$ cat src/rtl/lif_pkg.sv
// Shared types, default sizing and saturating arithmetic for the spike-rate monitor.
package lif_pkg;

  typedef enum logic {IDLE = 1'b0, RUN = 1'b1} window_state_t;
  typedef enum logic {NO_REF = 1'b0, TIMING = 1'b1} isi_state_t;

  localparam int unsigned DEF_WINDOW_CYCLES = 1000;
  localparam int unsigned DEF_WINDOW_W      = 16;
  localparam int unsigned DEF_CNT_W         = 8;
  localparam int unsigned DEF_ISI_W         = 16;
  localparam int unsigned DEF_BURST_THRESH  = 32;

  function automatic logic [31:0] sat_add(input logic [31:0] val, input logic inc,
                                          input logic [31:0] max_val);
    logic [31:0] r;
    r = val;
    if (inc && (val < max_val)) r = val + 32'd1;
    return r;
  endfunction

endpackage

$ cat src/rtl/spike_isi_timer.sv
// Inter-spike interval timer: NO_REF (waiting for a reference edge) | TIMING (counting since last edge).
module spike_isi_timer
  import lif_pkg::*;
#(
  parameter int unsigned ISI_W = DEF_ISI_W
) (
  input  logic             clk,
  input  logic             rst,
  input  logic             en,
  input  logic             evt,
  output logic [ISI_W-1:0] isi_out,
  output logic             isi_valid
);

  localparam logic [31:0] ISI_MAX = (32'd1 << ISI_W) - 32'd1;

  isi_state_t       state_q, state_d;
  logic [ISI_W-1:0] cnt_q, cnt_d, isi_q, isi_d, cnt_inc;
  logic             valid_q, valid_d, timing;

  always_ff @(posedge clk or posedge rst) begin
    if (rst) state_q <= NO_REF;
    else     state_q <= state_d;
  end

  always_comb begin
    state_d = state_q;
    if (!en)                                  state_d = NO_REF;
    else if ((state_q == NO_REF) && evt)      state_d = TIMING;
  end

  always_comb begin
    timing = (state_q == TIMING) && en;
  end

  // sat(cnt+1) serves both as the running count and as the reported interval
  always_comb begin
    cnt_inc = ISI_W'(sat_add(32'(cnt_q), 1'b1, ISI_MAX));
    cnt_d   = '0;
    isi_d   = isi_q;
    valid_d = 1'b0;
    if (timing) begin
      if (evt) begin
        isi_d   = cnt_inc;
        valid_d = 1'b1;
      end else begin
        cnt_d = cnt_inc;
      end
    end
  end

  always_ff @(posedge clk or posedge rst) begin
    if (rst) begin
      cnt_q   <= '0;
      isi_q   <= '0;
      valid_q <= 1'b0;
    end else begin
      cnt_q   <= cnt_d;
      isi_q   <= isi_d;
      valid_q <= valid_d;
    end
  end

  assign isi_out   = isi_q;
  assign isi_valid = valid_q;

endmodule

$ cat src/rtl/spike_rate_monitor.sv
// Windowed spike-rate counter with burst flag; ISI measured by spike_isi_timer.
// Window FSM: IDLE (disabled / waiting for en) | RUN (counting edges in a window).
module spike_rate_monitor
  import lif_pkg::*;
#(
  parameter int unsigned WINDOW_CYCLES = DEF_WINDOW_CYCLES,
  parameter int unsigned WINDOW_W      = DEF_WINDOW_W,
  parameter int unsigned CNT_W         = DEF_CNT_W,
  parameter int unsigned ISI_W         = DEF_ISI_W,
  parameter int unsigned BURST_THRESH  = DEF_BURST_THRESH
) (
  input  logic             clk,
  input  logic             rst,
  input  logic             en,
  input  logic             spike_in,
  output logic [CNT_W-1:0] rate_out,
  output logic             rate_valid,
  output logic [ISI_W-1:0] isi_out,
  output logic             isi_valid,
  output logic             burst,
  output logic             window_active
);

  localparam logic [31:0]         CNT_MAX  = (32'd1 << CNT_W) - 32'd1;
  localparam logic [WINDOW_W-1:0] WIN_LAST = WINDOW_W'(WINDOW_CYCLES - 1);

  window_state_t       state_q, state_d;
  logic                spike_prev_q, evt, running, closing;
  logic [WINDOW_W-1:0] win_cnt_q, win_cnt_d;
  logic [CNT_W-1:0]    spike_cnt_q, spike_cnt_d, rate_q, rate_d, cnt_inc;
  logic                rate_valid_q, rate_valid_d, burst_q, burst_d;

  always_ff @(posedge clk or posedge rst) begin
    if (rst) spike_prev_q <= 1'b0;
    else     spike_prev_q <= spike_in;
  end

  assign evt = spike_in & ~spike_prev_q & en;

  always_ff @(posedge clk or posedge rst) begin
    if (rst) state_q <= IDLE;
    else     state_q <= state_d;
  end

  always_comb begin
    state_d = state_q;
    case (state_q)
      IDLE:    if (en)  state_d = RUN;
      RUN:     if (!en) state_d = IDLE;
      default: state_d = IDLE;
    endcase
  end

  always_comb begin
    running       = (state_q == RUN) && en;
    closing       = running && (win_cnt_q == WIN_LAST);
    window_active = (state_q == RUN);
  end

  // An edge on the closing cycle still belongs to the window being closed
  always_comb begin
    cnt_inc      = CNT_W'(sat_add(32'(spike_cnt_q), evt, CNT_MAX));
    win_cnt_d    = '0;
    spike_cnt_d  = '0;
    rate_d       = rate_q;
    rate_valid_d = 1'b0;
    burst_d      = burst_q & en;
    if (closing) begin
      rate_d       = cnt_inc;
      rate_valid_d = 1'b1;
      burst_d      = (32'(cnt_inc) >= 32'(BURST_THRESH));
    end else if (running) begin
      win_cnt_d   = win_cnt_q + WINDOW_W'(1);
      spike_cnt_d = cnt_inc;
    end
  end

  always_ff @(posedge clk or posedge rst) begin
    if (rst) begin
      win_cnt_q    <= '0;
      spike_cnt_q  <= '0;
      rate_q       <= '0;
      rate_valid_q <= 1'b0;
      burst_q      <= 1'b0;
    end else begin
      win_cnt_q    <= win_cnt_d;
      spike_cnt_q  <= spike_cnt_d;
      rate_q       <= rate_d;
      rate_valid_q <= rate_valid_d;
      burst_q      <= burst_d;
    end
  end

  assign rate_out   = rate_q;
  assign rate_valid = rate_valid_q;
  assign burst      = burst_q;

  spike_isi_timer #(
    .ISI_W(ISI_W)
  ) u_isi (
    .clk      (clk),
    .rst      (rst),
    .en       (en),
    .evt      (evt),
    .isi_out  (isi_out),
    .isi_valid(isi_valid)
  );

endmodule

$ cat config.mk
export PLATFORM = sky130hd
export DESIGN_NAME = spike_rate_monitor
export DESIGN_NICKNAME = d
export VERILOG_FILES = /design/src/rtl/lif_pkg.sv /design/src/rtl/spike_isi_timer.sv /design/src/rtl/spike_rate_monitor.sv
export SDC_FILE = /design/constraint.sdc
export NUM_CORES = 1
export LEC_CHECK = 0
export ABC_AREA = 1
export BUFFER_PORTS_ARGS = -buffer_cell sky130_fd_sc_hd__buf_2
export CORE_ASPECT_RATIO = 0.6
export CORE_MARGIN = 2
export CORE_UTILIZATION = 30
export CTS_BUF_LIST = sky130_fd_sc_hd__clkbuf_16
export DETAILED_ROUTE_END_ITERATION = 7
export MAX_ROUTING_LAYER = met4
export PLACE_DENSITY_LB_ADDON = 0.05
export SYNTH_ARGS = -nofsm -noshare
export SYNTH_HDL_FRONTEND = slang
export SYNTH_SLANG_ARGS = --single-unit
$ cat constraint.sdc
create_clock -name clk -period 2.7 [get_ports clk]
set_clock_uncertainty 0.2 [all_clocks]
set_input_delay 0.27 -clock clk [delete_from_list [all_inputs] [get_ports clk]]
set_output_delay 0.27 -clock clk [all_outputs]
set_load 0.005 [all_outputs]
# After elaboration in Yosys (flattened, before gate mapping)
# Index checks and enable logic that the tools add are counted.
[op_classes] add_sub_neg=3 magnitude_cmp=3 eq_ne=2 n_mux=15 bitwise_logic=5 n_reduce_logical=6
[ops] operator="$mux W16" count=5
[ops] operator="$add A16 B1 Y16 const B" count=2
[ops] operator="$mux W8" count=3
[ops] operator="$eq A16 B10 Y1 const B" count=1
[ops] operator="$lt A16 B16 Y1 const B" count=1
[ops] operator="$add A8 B1 Y8 const B" count=1
[ops] operator="$ge A8 B6 Y1 const B" count=1
[ops] operator="$lt A8 B8 Y1 const B" count=1
[ops] operator="$mux W1" count=7
[ops] operator="$logic_and A1 B1 Y1" count=5
[ops] operator="$and A1 B1 Y1" count=3
[ops] operator="$ne A2 B1 Y1 const B" count=1
[ops] operator="$not A1 Y1" count=2
[ops] operator="$reduce_and A2 Y1" count=1
[totals] ff_bits=70 input_bits=4 output_inout_bits=28 word_cells=45

# Depth between registers and ports, before layout
# Gate-level depths: netlist (run 1).
[depth] word_depth=7 mapped_depth=11 mapped_depth_nobuf=11

# Cells and area by module
# Synthesis (run 1) repeated with hierarchy kept, for this count alone.
[hier_totals] hier_cells=432 area_unflattened_um2=3497.1
[by_module_without_submodules] mod="spike_rate_monitor" instances=1 cells_per_inst=220 area_each_um2=1830.5 seq_area_each_um2=900.9
[by_module_without_submodules] mod="spike_isi_timer" instances=1 cells_per_inst=212 area_each_um2=1666.6 seq_area_each_um2=850.8

# Worst setup path after synthesis (run 1)
# No wires, ideal clock.
[synth_path] kind="register -> register" start="reg u_isi.cnt_q[0]" end="reg u_isi.isi_q[9] (netlist: u_isi.isi_out[9])" setup_time_ns=0.116 arrival_time_ns=1.332 required_time_ns=2.384 slack_ns=1.052 path_stages_with_launch=10 n_path_buf=1 synth_period_minus_slack_ns=1.648 path_cell_list="dfrtp_1 > ha_1 > nand3_1 > inv_2 > nand2_2 > nand3b_1 > buf_6 > nand3b_1 > nand2_1 > nand2_1"
[synth_via] elab_chain_len=2 word_cells_on_any_way=3 classes_between="add/sub (1); order compare (1); mux (1)"
[synth_lines] item="from (decl)" line_no="spike_isi_timer.sv:18" source="logic [ISI_W-1:0] cnt_q, cnt_d, isi_q, isi_d, cnt_inc;"
[synth_lines] item="from (signal assigned)" line_no="spike_isi_timer.sv:58" source="cnt_q <= cnt_d;"
[synth_lines] item="$add A16 B1 Y16 or $lt A16 B16 Y1 (tied branches)" line_no="lif_pkg.sv:17" source="if (inc && (val < max_val)) r = val + 32'd1;"
[synth_lines] item="$mux W16 (*)" line_no="lif_pkg.sv:17"
[synth_lines] item="to (signal assigned)" line_no="spike_isi_timer.sv:59" source="isi_q <= isi_d;"
[synth_lines] item="to (decl)" line_no="spike_isi_timer.sv:18"
# Every way passes the cells marked *; elsewhere a longest branch is shown, timed or not.
# A chain may end at the register's enable or synchronous reset.

# Worst setup path after layout (run 1)
[layout_path] start="in en" end="reg win_cnt_q[0]"
[layout_via] elab_chain_len=3 word_cells_on_any_way=4 classes_between="mux (2); reduce/logical (2)"
[layout_lines] item="from (decl)" line_no="spike_rate_monitor.sv:14" source="input logic en,"
[layout_lines] item="$logic_and A1 B1 Y1" line_no="spike_rate_monitor.sv:55" source="running = (state_q == RUN) && en;"
[layout_lines] item="$logic_and A1 B1 Y1" line_no="spike_rate_monitor.sv:56" source="closing = running && (win_cnt_q == WIN_LAST);"
[layout_lines] item="via closing" line_no="spike_rate_monitor.sv:28" source="logic spike_prev_q, evt, running, closing;"
[layout_lines] item="$mux W16" line_no="spike_rate_monitor.sv:68" source="if (closing) begin"
[layout_lines] item="via win_cnt_d[0]" line_no="spike_rate_monitor.sv:29" source="logic [WINDOW_W-1:0] win_cnt_q, win_cnt_d;"
[layout_lines] item="to (signal assigned)" line_no="spike_rate_monitor.sv:86" source="win_cnt_q <= win_cnt_d;"
[layout_lines] item="to (decl)" line_no="spike_rate_monitor.sv:29"
# The timed path passes the listed nets, and every way through them passes these cells.

==> results of run 1 <==
-- synth_stat cells, types with 6 or more instances --
cell        n
nand3_1    33
inv_1      43
nor2_1     56
a21oi_1    12
nand3b_1    6
o21ai_1     7
nor3_1      7
o21ai_0     8
dfrtp_1    70
nand2_1   119
xor2_1     10
-- critical path: cells and delay by family --
family / cells / cell delay, ns
and+or+nand+nor: 5 / 0.88
buffers and inverters: 5 / 1.13
-- final timing paths --
kind | depth (start not counted) | from | end | slack [ns]
setup / recovery | 10 | en | win_cnt_q[0]$_DFF_PP0_ | 0.47
max in group asynchronous | 4 | rst | spike_cnt_q[0]$_DFF_PP0_ | 1.62
hold reg to reg | 2 | u_isi.isi_out[10]$_DFFE_PP0P_ | u_isi.isi_out[10]$_DFFE_PP0P_ | 0.27
setup reg to reg | 9 | win_cnt_q[0]$_DFF_PP0_ | win_cnt_q[0]$_DFF_PP0_ | 0.57
min in group asynchronous | 4 | rst | u_isi.isi_out[2]$_DFFE_PP0P_ | 0.36
hold / removal | 2 | u_isi.isi_out[10]$_DFFE_PP0P_ | u_isi.isi_out[10]$_DFFE_PP0P_ | 0.27
-- cell families after synthesis --
| logic type | Yosys count |
|---|---|
| and+or+nand+nor | 244 |
| DFF | 70 |
| buffers and inverters | 55 |
| AOI/OAI and AO/OA | 37 |
| xor gates and xnor gates | 15 |
| adders and majority gates | 3 |
-- metrics by stage --
stage          total power, W  std cells  setup slack [ns]  hold slack, ns  utilization
2_1_floorplan         0.00118        424             0.462           0.101            -
3_3_place_gp          0.00123        610             0.596           0.188        0.336
3_5_place_dp          0.00123        610             0.555           0.192        0.336
4_1_cts               0.00228        627             0.430           0.278        0.360
5_1_grt               0.00234        627             0.332           0.296        0.360
6_report              0.00222        627             0.474           0.271        0.360
-- area by class of cell --
class,count,area (µm²)
Inverter,49,185
Multi-Input combinational cell,299,1500
Clock buffer,9,225
Timing Repair Buffer,35,205
Tap cell,160,200
Fill cell,1204,7250
Sequential cell,70,1750
Clock inverter,5,21.3
-- registers in the layout (all words and copies together), names as in the netlist, 8 cells and up --
name and count:
rate_out 8, spike_cnt_q 8, u_isi.cnt_q 16, u_isi.isi_out 16, win_cnt_q 16
-- timing repair --
item	4_1_cts	5_1_grt
hold buffers	3	0
hold endpoints to repair	72	0
buffers inserted	0	0
-- power by group through the flow --
stage | logic (W) | clock network, W | registers, W
floorplan | 0.0000645 | 0 | 0.00111
global placement | 0.000115 | 0 | 0.00111
detailed placement | 0.000114 | 0 | 0.00111
CTS | 0.000118 | 0.00106 | 0.00109
global route | 0.000129 | 0.00111 | 0.00110
finish | 0.000113 | 0.00101 | 0.00109
-- layout by cell type, fill, tap and decap left out, types with 4 or more instances in the layout --
cell type	count
nor2_1	56
or2_2	5
nand3_1	33
clkbuf_16	9
buf_2	31
o21ai_1	7
inv_2	6
o21ai_2	4
o21ai_0	8
nor3_1	7
dfrtp_1	70
a21oi_1	12
xor2_1	10
nand3b_1	6
o21a_1	5
inv_1	44
xnor2_1	5
nand2_1	119
-- per-layer routing --
layer / up-vias / global-route usage / wire, µm
met5: - / - / 0
met1: 1256 / 0.235 / 4710
met3: 9 / 0.0377 / 418
met4: 0 / 0.0455 / 85
li1: 1417 / - / -
met2: 67 / 0.174 / 2900
==> results.yml, run 1 <==
yosys:
  yosys.area_share.simple: 0.319
  synth.top_cell.area_share: 0.502
  yosys_register_bits: 70
  syn_inst: 424
  netlist_top_cells_area: "dfrtp_1, nand2_1, nor2_1"
  seq_area_frac_synth: 0.502
  syn_area_um2: 3490
  async_reset_ff_frac: 1.00
  syn_avg_cell_area_um2: 8.24
  synth-compound-area-share: 0.0616
  synth.largest_area_cell: "dfrtp_1"
  synthAdderAreaFrac: 0.0107
  synth_ff_type: "dfrtp_1"
  syn_nets: 431
  muxShareOfSynthArea: 0
  synth_warnings: 0
  ys_types: 32
  synth_xor_area_frac: 0.0376
  synth_top_family_by_area: "simple AND/OR/NAND/NOR gates"
  synth-edff-count: 0
layout:
  nets: 471
  area_growth_pct: 17.0
  diodes: 0
  final_area_um2: 4090
  drive_gt1_frac: 0.154
power_and_ir_drop:
  combPwrFrac: 0.051
  powerDensity_nw_per_um2: 543
  power_switching_share: 0.225
  intPower_w: 0.00172
  peakVddDrop_mv: 0.279
  p_leak_nw: 2.03
  power_frac_seq: 0.493
  clkPwrFrac: 0.456
  switchingPower_w: 0.000500
grt:
  antenna_found_initial: 0
  grt_pass1_wl_um: 13600
  grt_pass1_vias: 2515
  grt_max_degree: 71
  grt_overflow_total: 0
  grt_use_total: 0.148
critical_path:
  slowest_stage: "dlygate4sd3_1"
  cp-end-kind: "flip-flop"
  critPathMaxStageDelay_ns: 0.52
  path_cells: "dlygate4sd3_1, buf_2, nand2_4, clkinv_2, nand4_4, nor2_4, inv_2, nand2_2, or2_2, inv_1"
  cp-start-kind: "input port"
  critPathKind: "input port to flip-flop"
  path_max_fanout: 14
  cp.arrival_ns: 2.30
  worstPathRequired_ns: 2.77
drt:
  first_iter_violations: 207
  totalWireLength_um: 8120
  drc: 0
  drtAntennaViolNets: 0
  vias_per_cell: 4.38
  vias: 2749
  routedWlPerCell_um: 12.9
  dr.pass1.iters: 4
floorplanning:
  initial_core_util: 0.308
  rows: 30
  fp.dieArea_um2: 12500
  die_h_um: 87.6
  core_region_area_um2: 11300
  die_w_um: 143
  ios: 32
sta:
  finalHoldViolations: 0
  slew_headroom: 0.662
  grt_setup_unrepaired: "false"
  drv_slew: 0
  worstMarginPinSlew_ns: 0.505
  finalSetupViolCount: 0
  fin_crit_sh: 0.825
  setup-tns-final_ns: 0
  min_period_ns: 2.23
  max_freq_ghz: 0.449
cts:
  path_clk_slew_ns: 0.05
  cts_resized: 0
  numClockSinks: 70
  cts_buffers: 9
  root_buffer: "clkbuf_16"
  cts_tree: "done"
  clk_latency_ns: 0.33
  htree_levels: 3
  cts.path.max_buffers: 2
run_status:
  outcome: "complete, no violations"
flow_run:
  cap_violations: 0
placed_design:
  place.gp.congestion: 0.815
  place_hpwl_um: 5770
  port_buffers: 31
  placed_area_um2: 3810
hold_path:
  hold_class: "flip-flop to flip-flop"
(Power assumes the default switching activity.)
==> inputs of run 2 (changes only) <==
clock period = 1.9 ns   (was 2.7 ns; I/O delays follow)
==> results.yml, run 2 (synthesized netlist as in run 1, its figures left out) <==
critical_path:
  critPathKind: "flip-flop to flip-flop"
  worstPathRequired_ns: 1.92
  cp-start-kind: "flip-flop"
  r2r_start: "u_isi.cnt_q[0]$_DFF_PP0_"
  rr_worst_depth: 9
  worst-path-buf-inv: 2
  path_cells: "ha_1, nand3_1, inv_2, nand2_4, nand3b_1, buf_12, nand3_1, nand2_1, nand2_1"
  r2r_slack_ns: 0.11
  worstReg2RegEnd: "u_isi.isi_out[11]$_DFFE_PP0P_"
  cp.arrival_ns: 1.80
  cp-end-kind: "flip-flop"
  critPathMaxStageDelay_ns: 0.40
  crit_cells: 9
  slowest_stage: "dfrtp_1"
  critical_path.top_delay_family: "simple AND/OR/NAND/NOR gates"
  path_max_fanout: 12
hold_path:
  hp-start: "en"
  whs_path_depth: 2
  hold_end: "window_active$_DFF_PP0_"
  hold_class: "input port to flip-flop"
drt:
  first_iter_violations: 199
  drc: 0
  drtAntennaViolNets: 0
  dr.pass1.iters: 4
  vias_per_cell: 4.32
  totalWireLength_um: 8580
  vias: 2805
  routedWlPerCell_um: 13.2
placed_design:
  place.gp.congestion: 0.806
  port_buffers: 31
  place_hpwl_um: 6400
grt:
  grt_pass1_wl_um: 14300
  grt_max_degree: 30
  antenna_found_initial: 0
  grt_overflow_total: 0
  grt_pass1_vias: 2672
  grt_use_total: 0.156
sta:
  min_period_ns: 1.79
  max_freq_ghz: 0.560
  slew_headroom: 0.680
  finalHoldViolations: 0
  holdWs_ns: 0.0248
  worstMarginPinSlew_ns: 0.479
  fin_crit_sh: 0.940
  setup-tns-final_ns: 0
  finalSetupViolCount: 0
  drv_slew: 0
  grt_setup_unrepaired: "false"
floorplanning:
  fp.dieArea_um2: 12500
  ios: 32
  rows: 30
  die_h_um: 87.6
  initial_core_util: 0.308
  core_region_area_um2: 11300
  die_w_um: 143
cts:
  numClockSinks: 70
  htree_levels: 3
  cts.path.max_buffers: 2
  cts_buffers: 9
  clk_latency_ns: 0.33
  cts_tree: "done"
  root_buffer: "clkbuf_16"
  path_clk_slew_ns: 0.06
layout:
  area_growth_pct: 24.4
  final_common_cell: "nand2_1"
  drive_gt1_frac: 0.200
  diodes: 0
  nets: 492
  mostFrequentLayoutCells: "nand2_1, dfrtp_1, nor2_1"
run_status:
  outcome: "complete, no violations"
power_and_ir_drop:
  powerDensity_nw_per_um2: 776
  p_leak_nw: 2.17
  peakVddDrop_mv: 0.453
flow_run:
  cap_violations: 0
[run 2: worst max path at each step]
stage	startpoint	endpoint
floorplan	u_isi.cnt_q[0]$_DFF_PP0_	u_isi.isi_out[9]$_DFFE_PP0P_
global placement	spike_cnt_q[1]$_DFF_PP0_	burst$_DFF_PP0_
detailed placement	win_cnt_q[0]$_DFF_PP0_	spike_cnt_q[1]$_DFF_PP0_
CTS	win_cnt_q[0]$_DFF_PP0_	spike_cnt_q[1]$_DFF_PP0_
global route	u_isi.cnt_q[4]$_DFF_PP0_	u_isi.isi_out[13]$_DFFE_PP0P_
finish	u_isi.cnt_q[0]$_DFF_PP0_	u_isi.isi_out[11]$_DFFE_PP0P_
[run 2: power breakdown]
part / internal (W) / switching [W]
Clock: 0.000995 / 0.000641
Combinational: 0.0000790 / 0.000103
Sequential: 0.00153 / 0.0000223
[run 2: cell type report]
type | count | area (µm²)
multi-input cells | 299 | 1520
well taps | 160 | 200
clock buffers | 9 | 225
flip-flops and latches | 70 | 1750
repair buffers | 56 | 398
fillers | 1187 | 6990
inverters | 49 | 189
clock inverters | 7 | 56.3
[run 2: repair_timing]
action	in CTS	in global routing
resized for setup	0	5
hold endpoints to repair	18	0
setup buffers	0	1
setup endpoints to repair	0	24
hold buffers	2	0
[run 2: metal layers]
layer,GRT usage,part of all wire,up-vias
met5,-,0,-
met4,0.0446,0.0082,0
met3,0.0377,0.039,9
met2,0.190,0.36,53
met1,0.246,0.60,1281
li1,-,-,1462
[run 2: stage by stage]
step / util / total power [W] / area [µm²] / cells / worst slack (ns)
floorplan: - / 0.00167 / 3500 / 424 / 0.252
global route: 0.383 / 0.00352 / 4340 / 650 / 0.00840
global placement: 0.354 / 0.00176 / 4010 / 631 / 0.107
finish: 0.383 / 0.00337 / 4340 / 650 / 0.115
detailed placement: 0.354 / 0.00176 / 4010 / 631 / 0.0740
CTS: 0.380 / 0.00343 / 4310 / 649 / 0.0527
[run 2: worst reg2reg max path: cells and delay by family, from the launching register on]
family                     cells  cell delay (ns)
and+or+nand+nor                6             0.63
DFF                            1             0.40
adders and majority gates      1             0.22
buffers and inverters          2             0.22
==> inputs of run 3 (changes only) <==
CORE_MARGIN = not set   (was 2)
==> results.yml, run 3 (synthesized netlist as in run 1, its figures left out) <==
run_status:
  outcome: "complete, no violations"
critical_path:
  path_max_fanout: 9
  cp-end-kind: "flip-flop"
  worstPathRequired_ns: 1.95
  r2r_slack_ns: 0.08
  r2r_start: "u_isi.cnt_q[0]$_DFF_PP0_"
  rr_worst_depth: 8
  critPathKind: "input port to flip-flop"
  worstReg2RegEnd: "u_isi.cnt_q[6]$_DFF_PP0_"
  cp.arrival_ns: 1.88
  cp-start-kind: "input port"
cts:
  root_buffer: "clkbuf_16"
  numClockSinks: 70
  cts_tree: "done"
  path_clk_slew_ns: 0.05
  clk_latency_ns: 0.33
  cts.path.max_buffers: 2
  cts_buffers: 9
  htree_levels: 3
sta:
  worstMarginPinSlew_ns: 0.409
  min_period_ns: 1.83
  drv_slew: 0
  fin_crit_sh: 0.962
  finalHoldViolations: 0
  holdWs_ns: 0.201
  finalSetupViolCount: 0
  max_freq_ghz: 0.547
  slew_headroom: 0.725
drt:
  dr.pass1.iters: 4
  vias_per_cell: 4.31
  vias: 2825
  first_iter_violations: 210
  totalWireLength_um: 8470
  drc: 0
  drtAntennaViolNets: 0
  routedWlPerCell_um: 12.9
flow_run:
  cap_violations: 0
placed_design:
  place.gp.congestion: 0.811
  dp_cells: 626
  port_buffers: 31
  place_hpwl_um: 6050
grt:
  grt_max_degree: 56
  grt_pass1_wl_um: 13800
  grt_overflow_total: 0
  grt_pass1_vias: 2585
  grt_use_total: 0.156
  antenna_found_initial: 0
layout:
  area_growth_pct: 25.9
  instances_no_fill: 655
  nets: 497
  final_common_cell: "nand2_1"
  drive_gt1_frac: 0.222
  finish.utilization: 0.389
  diodes: 0
  mostFrequentLayoutCells: "nand2_1, dfrtp_1, nor2_1"
floorplanning:
  ios: 32
  fp.dieArea_um2: 12100
  die_h_um: 85.6
  initial_core_util: 0.309
  die_w_um: 141
  core_region_area_um2: 11300
  rows: 30
power_and_ir_drop:
  peakVddDrop_mv: 0.482
  powerDensity_nw_per_um2: 760
  p_leak_nw: 2.20
hold_path:
  hold_class: "input port to asynchronous set/reset pin"
-- run 3: cell types whose count changed in the layout (fill, tap and decap cells not counted), moves of 2 or more --
cell / delta
nand3_2: +3
ha_2: +2
buf_12: -2
nand3_1: -3
buf_6: +2
buf_4: +4
ha_1: -2
-- run 3: timing repair --
item                       4_1_cts  5_1_grt
gates resized for setup          0       16
setup endpoints to repair        0       45
buffers inserted                 0        9
hold buffers                     3        0
hold endpoints to repair        17        0
-- run 3: stage by stage --
stage               setup slack (ns)  setup TNS [ns]  cell area (µm²)  total power [W]
detailed placement            0.0499               0             3950          0.00175
finish                        0.0729               0             4400          0.00334
CTS                           0.0327               0             4260          0.00340
floorplan                      0.252               0             3500          0.00167
global placement              0.0363               0             3950          0.00175
global route                -0.00628         -0.0134             4400          0.00348
-- run 3: where the power goes --
part	internal (W)	total (W)	leakage, nW	switching (W)
Combinational	0.0000786	0.000182	1.09	0.000104
Sequential	0.00153	0.00155	0.963	0.0000239
Clock	0.000995	0.00160	0.145	0.000610
Total	0.00260	0.00334	2.20	0.000738
-- run 3: layout make-up --
| cell class | instances | area [µm²] |
|---|---|---|
| Fill cell | 1162 | 6900 |
| Sequential cell | 70 | 1750 |
| Multi-Input combinational cell | 299 | 1550 |
| Timing Repair Buffer | 61 | 420 |
| Clock buffer | 9 | 225 |
| Tap cell | 160 | 200 |
| Inverter | 49 | 193 |
| Clock inverter | 7 | 56.3 |
-- run 3: critical path, stage by stage --
cell and delay [ns]:
dlygate4sd3_1 0.52, buf_2 0.22, nand2_1 0.23, nor2_4 0.27, clkinvlp_4 0.12, buf_4 0.19, a21oi_1 0.12
-- run 3: how the worst max path moves through the flow --
| stage | start | to | cells past startpoint |
|---|---|---|---|
| after global placement | spike_cnt_q[0]$_DFF_PP0_ | rate_out[3]$_DFFE_PP0N_ | 9 |
| after floorplan | u_isi.cnt_q[0]$_DFF_PP0_ | u_isi.isi_out[9]$_DFFE_PP0P_ | 9 |
| final | en | u_isi.cnt_q[6]$_DFF_PP0_ | 7 |
| after CTS | u_isi.cnt_q[0]$_DFF_PP0_ | u_isi.isi_out[11]$_DFFE_PP0P_ | 9 |
| after detailed placement | u_isi.cnt_q[0]$_DFF_PP0_ | u_isi.isi_out[11]$_DFFE_PP0P_ | 9 |
| after global routing | spike_cnt_q[0]$_DFF_PP0_ | burst$_DFF_PP0_ | 10 |
-- run 3: metal layers --
layer | GRT usage | part of all wire | vias to the layer above
met1 | 0.250 | 0.61 | 1307
met5 | - | 0 | -
met2 | 0.182 | 0.35 | 42
li1 | - | - | 1468
met3 | 0.0408 | 0.033 | 8
met4 | 0.0385 | 0.0074 | 0
